## src/rtl/mem_arb_pkg.sv

```systemverilog
// Shared types and defaults for the memory bus arbiter.
// Round-robin arbitration is selected by defining MEM_ARB_ROUND_ROBIN_EN.
package mem_arb_pkg;

  localparam int DEF_NUM_REQ    = 4;
  localparam int DEF_ADDR_WIDTH = 32;
  localparam int DEF_DATA_WIDTH = 32;
  localparam int MAX_NUM_REQ    = 8;

  typedef enum logic [1:0] {
    ST_IDLE = 2'd0,
    ST_BUSY = 2'd1,
    ST_RESP = 2'd2
  } arb_state_t;

  // Input must be one-hot (or zero); OR-reduction avoids a priority chain.
  function automatic logic [2:0] onehot_to_idx(input logic [MAX_NUM_REQ-1:0] oh);
    logic [2:0] idx;
    idx = '0;
    for (int i = 0; i < MAX_NUM_REQ; i++) begin
      if (oh[i]) idx = idx | 3'(i);
    end
    return idx;
  endfunction

endpackage

```

## src/rtl/arb_rr_pick.sv

```systemverilog
// Combinational one-hot requester picker.
// MEM_ARB_ROUND_ROBIN_EN defined: search upward from i_ptr+1 with wrap; else highest index wins.
module arb_rr_pick #(
  parameter int NUM_REQ = 4
) (
  input  logic [NUM_REQ-1:0]         i_req,
`ifdef MEM_ARB_ROUND_ROBIN_EN
  input  logic [$clog2(NUM_REQ)-1:0] i_ptr,
`endif
  output logic [NUM_REQ-1:0]         o_grant
);

`ifdef MEM_ARB_ROUND_ROBIN_EN
  localparam int PTR_W = $clog2(NUM_REQ);

  logic             w_found;
  logic [PTR_W-1:0] w_idx;

  always_comb begin
    o_grant = '0;
    w_found = 1'b0;
    w_idx   = '0;
    for (int k = 1; k <= NUM_REQ; k++) begin
      w_idx = PTR_W'((int'(i_ptr) + k) % NUM_REQ);
      if (!w_found && i_req[w_idx]) begin
        o_grant[w_idx] = 1'b1;
        w_found        = 1'b1;
      end
    end
  end
`else
  always_comb begin
    o_grant = '0;
    for (int k = 0; k < NUM_REQ; k++) begin
      if (i_req[k]) o_grant = NUM_REQ'(1) << k;
    end
  end
`endif

endmodule

```

## src/rtl/mem_bus_arbiter.sv

```systemverilog
// Single-outstanding memory bus arbiter: IDLE grants, BUSY drives memory, RESP pulses completion.
// Define MEM_ARB_ROUND_ROBIN_EN for round-robin arbitration (fixed priority otherwise).
module mem_bus_arbiter
  import mem_arb_pkg::*;
#(
  parameter int NUM_REQ    = DEF_NUM_REQ,
  parameter int ADDR_WIDTH = DEF_ADDR_WIDTH,
  parameter int DATA_WIDTH = DEF_DATA_WIDTH
) (
  input  logic                          clk,
  input  logic                          reset,
  input  logic                          system_flush,
  input  logic                          system_stall,
  input  logic [NUM_REQ-1:0]            req_valid,
  input  logic [NUM_REQ*ADDR_WIDTH-1:0] req_addr,
  input  logic [NUM_REQ-1:0]            req_we,
  input  logic [NUM_REQ*DATA_WIDTH-1:0] req_wdata,
  output logic [NUM_REQ-1:0]            req_grant,
  output logic [NUM_REQ-1:0]            rsp_valid,
  output logic [DATA_WIDTH-1:0]         rsp_rdata,
  output logic                          mem_req_valid,
  output logic [ADDR_WIDTH-1:0]         mem_addr,
  output logic                          mem_we,
  output logic [DATA_WIDTH-1:0]         mem_wdata,
  input  logic [DATA_WIDTH-1:0]         mem_rdata,
  input  logic                          mem_data_valid
);

  localparam int PTR_W = $clog2(NUM_REQ);

  arb_state_t              r_state;
  logic [PTR_W-1:0]        r_owner;
  logic [ADDR_WIDTH-1:0]   r_addr;
  logic                    r_we;
  logic [DATA_WIDTH-1:0]   r_wdata;
  logic [DATA_WIDTH-1:0]   r_rdata;
  logic                    r_mem_req_valid;
  logic [NUM_REQ-1:0]      r_rsp_valid;

  logic [NUM_REQ-1:0]      w_pick;
  logic [NUM_REQ-1:0]      w_grant;
  logic [PTR_W-1:0]        w_grant_idx;
  logic                    w_can_grant;

`ifdef MEM_ARB_ROUND_ROBIN_EN
  logic [PTR_W-1:0]        r_rr_ptr;

  arb_rr_pick #(.NUM_REQ(NUM_REQ)) u_pick (
    .i_req   (req_valid),
    .i_ptr   (r_rr_ptr),
    .o_grant (w_pick)
  );
`else
  arb_rr_pick #(.NUM_REQ(NUM_REQ)) u_pick (
    .i_req   (req_valid),
    .o_grant (w_pick)
  );
`endif

  // Grant is combinational so a requester learns of acceptance in the same cycle.
  assign w_can_grant = !reset && !system_flush && !system_stall && (r_state == ST_IDLE);
  assign w_grant     = w_can_grant ? w_pick : '0;
  assign w_grant_idx = PTR_W'(onehot_to_idx(MAX_NUM_REQ'(w_pick)));

  always_ff @(posedge clk) begin
    if (reset) begin
      r_state         <= ST_IDLE;
      r_owner         <= '0;
      r_addr          <= '0;
      r_we            <= 1'b0;
      r_wdata         <= '0;
      r_rdata         <= '0;
      r_mem_req_valid <= 1'b0;
      r_rsp_valid     <= '0;
`ifdef MEM_ARB_ROUND_ROBIN_EN
      r_rr_ptr        <= PTR_W'(NUM_REQ - 1);
`endif
    end else if (system_flush) begin
      r_state         <= ST_IDLE;
      r_mem_req_valid <= 1'b0;
      r_rsp_valid     <= '0;
    end else if (!system_stall) begin
      case (r_state)
        ST_IDLE: begin
          r_rsp_valid <= '0;
          if (|w_grant) begin
            r_owner         <= w_grant_idx;
            r_addr          <= req_addr[int'(w_grant_idx)*ADDR_WIDTH +: ADDR_WIDTH];
            r_we            <= req_we[w_grant_idx];
            r_wdata         <= req_wdata[int'(w_grant_idx)*DATA_WIDTH +: DATA_WIDTH];
            r_mem_req_valid <= 1'b1;
            r_state         <= ST_BUSY;
`ifdef MEM_ARB_ROUND_ROBIN_EN
            r_rr_ptr        <= w_grant_idx;
`endif
          end
        end
        ST_BUSY: begin
          if (mem_data_valid) begin
            r_mem_req_valid <= 1'b0;
            r_rsp_valid     <= NUM_REQ'(1) << r_owner;
            if (!r_we) r_rdata <= mem_rdata;
            r_state         <= ST_RESP;
          end
        end
        ST_RESP: begin
          r_rsp_valid <= '0;
          r_state     <= ST_IDLE;
        end
        default: begin
          r_mem_req_valid <= 1'b0;
          r_rsp_valid     <= '0;
          r_state         <= ST_IDLE;
        end
      endcase
    end
  end

  assign req_grant     = w_grant;
  assign rsp_valid     = r_rsp_valid;
  assign rsp_rdata     = r_rdata;
  assign mem_req_valid = r_mem_req_valid;
  assign mem_addr      = r_addr;
  assign mem_we        = r_we;
  assign mem_wdata     = r_wdata;

endmodule
```

## config.mk

```make
export PLATFORM = sky130hd
export DESIGN_NAME = mem_bus_arbiter
export DESIGN_NICKNAME = d
export VERILOG_FILES = /design/src/rtl/mem_arb_pkg.sv /design/src/rtl/arb_rr_pick.sv /design/src/rtl/mem_bus_arbiter.sv
export SDC_FILE = /design/constraint.sdc
export NUM_CORES = 1
export LEC_CHECK = 0
export BUFFER_PORTS_ARGS = -buffer_cell sky130_fd_sc_hd__buf_4
export CAP_MARGIN = 20
export CORE_AREA = 2 2 159 161
export DETAILED_ROUTE_END_ITERATION = 8
export DIE_AREA = 0 0 161 163
export PLACE_DENSITY = 0.56
export SLEW_MARGIN = 5
export SYNTH_ARGS = -nofsm -noshare
export SYNTH_HDL_FRONTEND = slang
export SYNTH_HIERARCHICAL = 1
export SYNTH_SLANG_ARGS = --single-unit
```

## constraint.sdc

```tcl
create_clock -name clk -period 2.46 [get_ports clk]
set_input_delay 0.492 -clock clk [delete_from_list [all_inputs] [get_ports clk]]
set_output_delay 0.492 -clock clk [all_outputs]
set_load 0.01 [all_outputs]
```

==> impl_metrics.yaml <==
route:
  vias: 6248
  route.detailed.drc: 0
  dr.first_iter.drc_count: 301
  ant_nets: 0
  via_per_inst: 4.591
  drt-total-wl_mm: 23.54
  wl_per_cell_um: 17.30
  drt-pass1-iter-count: 5
floorplan:
  initial_core_util_pct: 21.60
  io_pins: 407
  die-width_um: 161
  die_y_um: 163
  num_rows: 58
  coreArea_um2: 24670
  die_area_um2: 26240
placement:
  hpwl_mm: 18.55
  gp_congestion: 0.7746
  place_area_um2: 8880
  portBuffers: 406
clock_network:
  tritoncts: "done"
  clockBufferDepth: 2
  cts-resized-gates: 0
  cts_root_buf: "clkbuf_16"
  numCtsBuffers: 9
  clk_latency_ns: 0.36
  clkTransAtPathRegs_ns: 0.08
  cts_sinks: 106
  holdBufCountCts: 0
  cts_setup_buffers: 0
  cts_max_level: 3
critical_path:
  path_class: "reg2out"
  cp_slowest_stage_delay_ns: 0.52
  path_cells: "nor4_4, and3_1, buf_4"
  crit_slowest_cell: "nor4_4"
  startpoint_type: "register"
  cp-end-kind: "output port"
  worstPathArrival_ns: 1.65
  cp.required_ns: 1.97
  cp_max_fo: 6
layout:
  final_core_util_pct: 37.24
  fillCellCount: 2624
  syn_to_final_growth_pct: 72.37
  postLayoutCellArea_um2: 9188
  layout-drive-gt1-share_pct: 44.31
  nNetsFinal: 1325
sta:
  rsz0062_at_grt: "false"
  setup_viol: 0
  min_period_ns: 2.145
  max_slew_margin_pct: 59.12
  worst_slew_pin_slew_ns: 0.6119
  setup_tns_ns: 0
  fmax_ghz: 0.4661
  slew_viol_final: 0
  fin_crit_sh_pct: 87.21
  hold_violations: 0
  clock_skew_ns: 0.01307
yosys:
  synth.avg_cell_area_um2: 8.251
  synth_top_area_cell: "dfxtp_1"
  yosysWarnings: 6
  yosysTopAreaCellShare_pct: 39.81
  synth_most_common_cell: "dfxtp_1"
  syn-num-nets: 947
  synthesis.instances: 646
  synth_common_cells: "dfxtp_1, nand2_1, mux2i_1, nor2_1, nand3_1"
  ys_async_sr_fraction_pct: 0
  yosys-top-cells-area: "dfxtp_1, mux2i_1, a221oi_1, nand3_1, nand2_1"
  ys_ff_latch: 106
  syn_area_um2: 5330
  seq_area_frac_synth_pct: 39.81
  synth.distinct_cells: 34
  synth_flop_cell: "dfxtp_1"
  synth_edf_count: 0
grt:
  grt_pass1_wl_mm: 34.69
  grt_util_met2_pct: 30.43
  antenna_found_initial: 1
  busiest_layer: "met2"
  use_met1_pct: 20.31
  grt_max_degree: 66
  grt_pass1_vias: 6135
  use_met3_pct: 4.227
  grt_overflow: 0
  grt_usage_pct: 17.03
hold_path:
  holdCritPathClass: "in2reg"
power_and_ir_drop:
  internal_power_mw: 3.135
  p_comb_share_pct: 22.2
  clock_power_share_pct: 35.7
  power_frac_seq_pct: 42.1
  cellPowerDensity_nw_per_um2: 466.9
  leakage_nw: 3.917
  p_sw_mw: 1.155
  switching_share_pct: 26.92
  vdd_ir_drop_max_uv: 220.7
job:
  maxCapViolCount: 0
run_status:
  status: "complete, no violations"
==> final cells by class <==
class | instances | area [µm²] | area share, %
Antenna cell | 2 | 5.005 | 0.05447
Clock buffer | 10 | 229.0 | 2.492
Clock inverter | 6 | 73.82 | 0.8035
Inverter | 3 | 11.26 | 0.1226
Multi-Input combinational cell | 473 | 2910 | 31.68
Sequential cell | 106 | 2122 | 23.10
Tap cell | 330 | 412.9 | 4.494
Timing Repair Buffer | 431 | 3423 | 37.26
==> flip-flops by register name, summed over array words and instances (netlist names) <==
signal	count
rsp_valid	4
rsp_rdata	32
mem_addr	32
mem_req_valid	1
r_state	2
mem_we	1
mem_wdata	32
r_owner	2
==> per-stage QoR <==
stage               hold WS (ns)  total power [mW]  std cells  worst slack, ns
finish                    0.3720             4.290       1361           0.3146
global route              0.3695             4.517       1361           0.2106
CTS                       0.3603             4.374       1359           0.2851
detailed placement        0.4475             2.813       1343           0.3678
global placement          0.4431             2.808       1343           0.3834
floorplan                 0.4502             2.201        646           0.4940
==> per-layer routing <==
metal / vias to the layer above / share of wire, %
met5: - / 0
met4: 0 / 1.5
met3: 21 / 7.4
met2: 260 / 50
met1: 2845 / 41
li1: 3122 / -
==> final timing paths <==
check	to	cells after the start	slack, ns	start
max	req_grant[0]	3	0.31	r_state[1]
min	rsp_rdata[18]	3	0.37	mem_rdata[18]
max reg2reg	mem_addr[17]	6	0.67	r_state[1]
min reg2reg	rsp_rdata[15]	2	0.46	rsp_rdata[15]
==> critical path: cells and delay by family (launching register included) <==
| family | cells | cell delay [ns] |
|---|---|---|
| simple gates | 2 | 0.80 |
| flops | 1 | 0.36 |
| buf+inv | 1 | 0.14 |
==> cells by family (layout without fill, tap and decap cells) <==
kind of cell | Yosys count | after routing | synth area share, %
and+or+nand+nor | 226 | 226 | 19.41
muxes | 66 | 66 | 12.39
DFF | 106 | 106 | 39.81
buffers and inverters | 67 | 450 | 5.939
AOI/OAI and AO/OA | 181 | 181 | 22.44
other | 0 | 2 | 0
==> power groups by stage <==
stage	logic [mW]	clock network, mW	registers (mW)
6_report	0.954	1.53	1.81
5_1_grt	1.04	1.67	1.81
4_1_cts	0.968	1.60	1.81
3_5_place_dp	0.968	0	1.85
3_3_place_gp	0.963	0	1.84
2_1_floorplan	0.335	0	1.87
==> cell usage in the layout (no fill, tap or decap) <==
cell type	Yosys	routed
a21o_2	0	1
a21oi_1	40	40
a32o_1	1	1
nor4_4	1	1
nor4b_2	1	1
nand2_1	72	72
inv_2	0	1
a22o_1	5	5
nor3b_2	2	1
nor2_1	66	66
nand3b_1	2	2
clkbuf_16	0	9
bufinv_16	0	1
or2_2	1	1
clkinv_4	0	1
nor2b_1	2	2
dfxtp_1	106	106
and2_1	1	1
clkinvlp_4	0	2
o21bai_1	1	1
inv_8	0	1
nor3b_4	0	2
or4_1	2	2
buf_12	0	15
a221oi_1	64	64
nand3_1	65	65
o311ai_4	1	1
mux2i_1	66	66
diode_2	0	2
or2_4	1	1
or3_1	2	2
o21ai_0	15	15
inv_6	0	1
nand2b_1	2	2
o21ai_1	53	53
inv_1	3	2
and3_1	4	4
clkbuf_1	31	1
nor4b_1	1	1
buf_4	7	416
(Power assumes the default switching activity.)
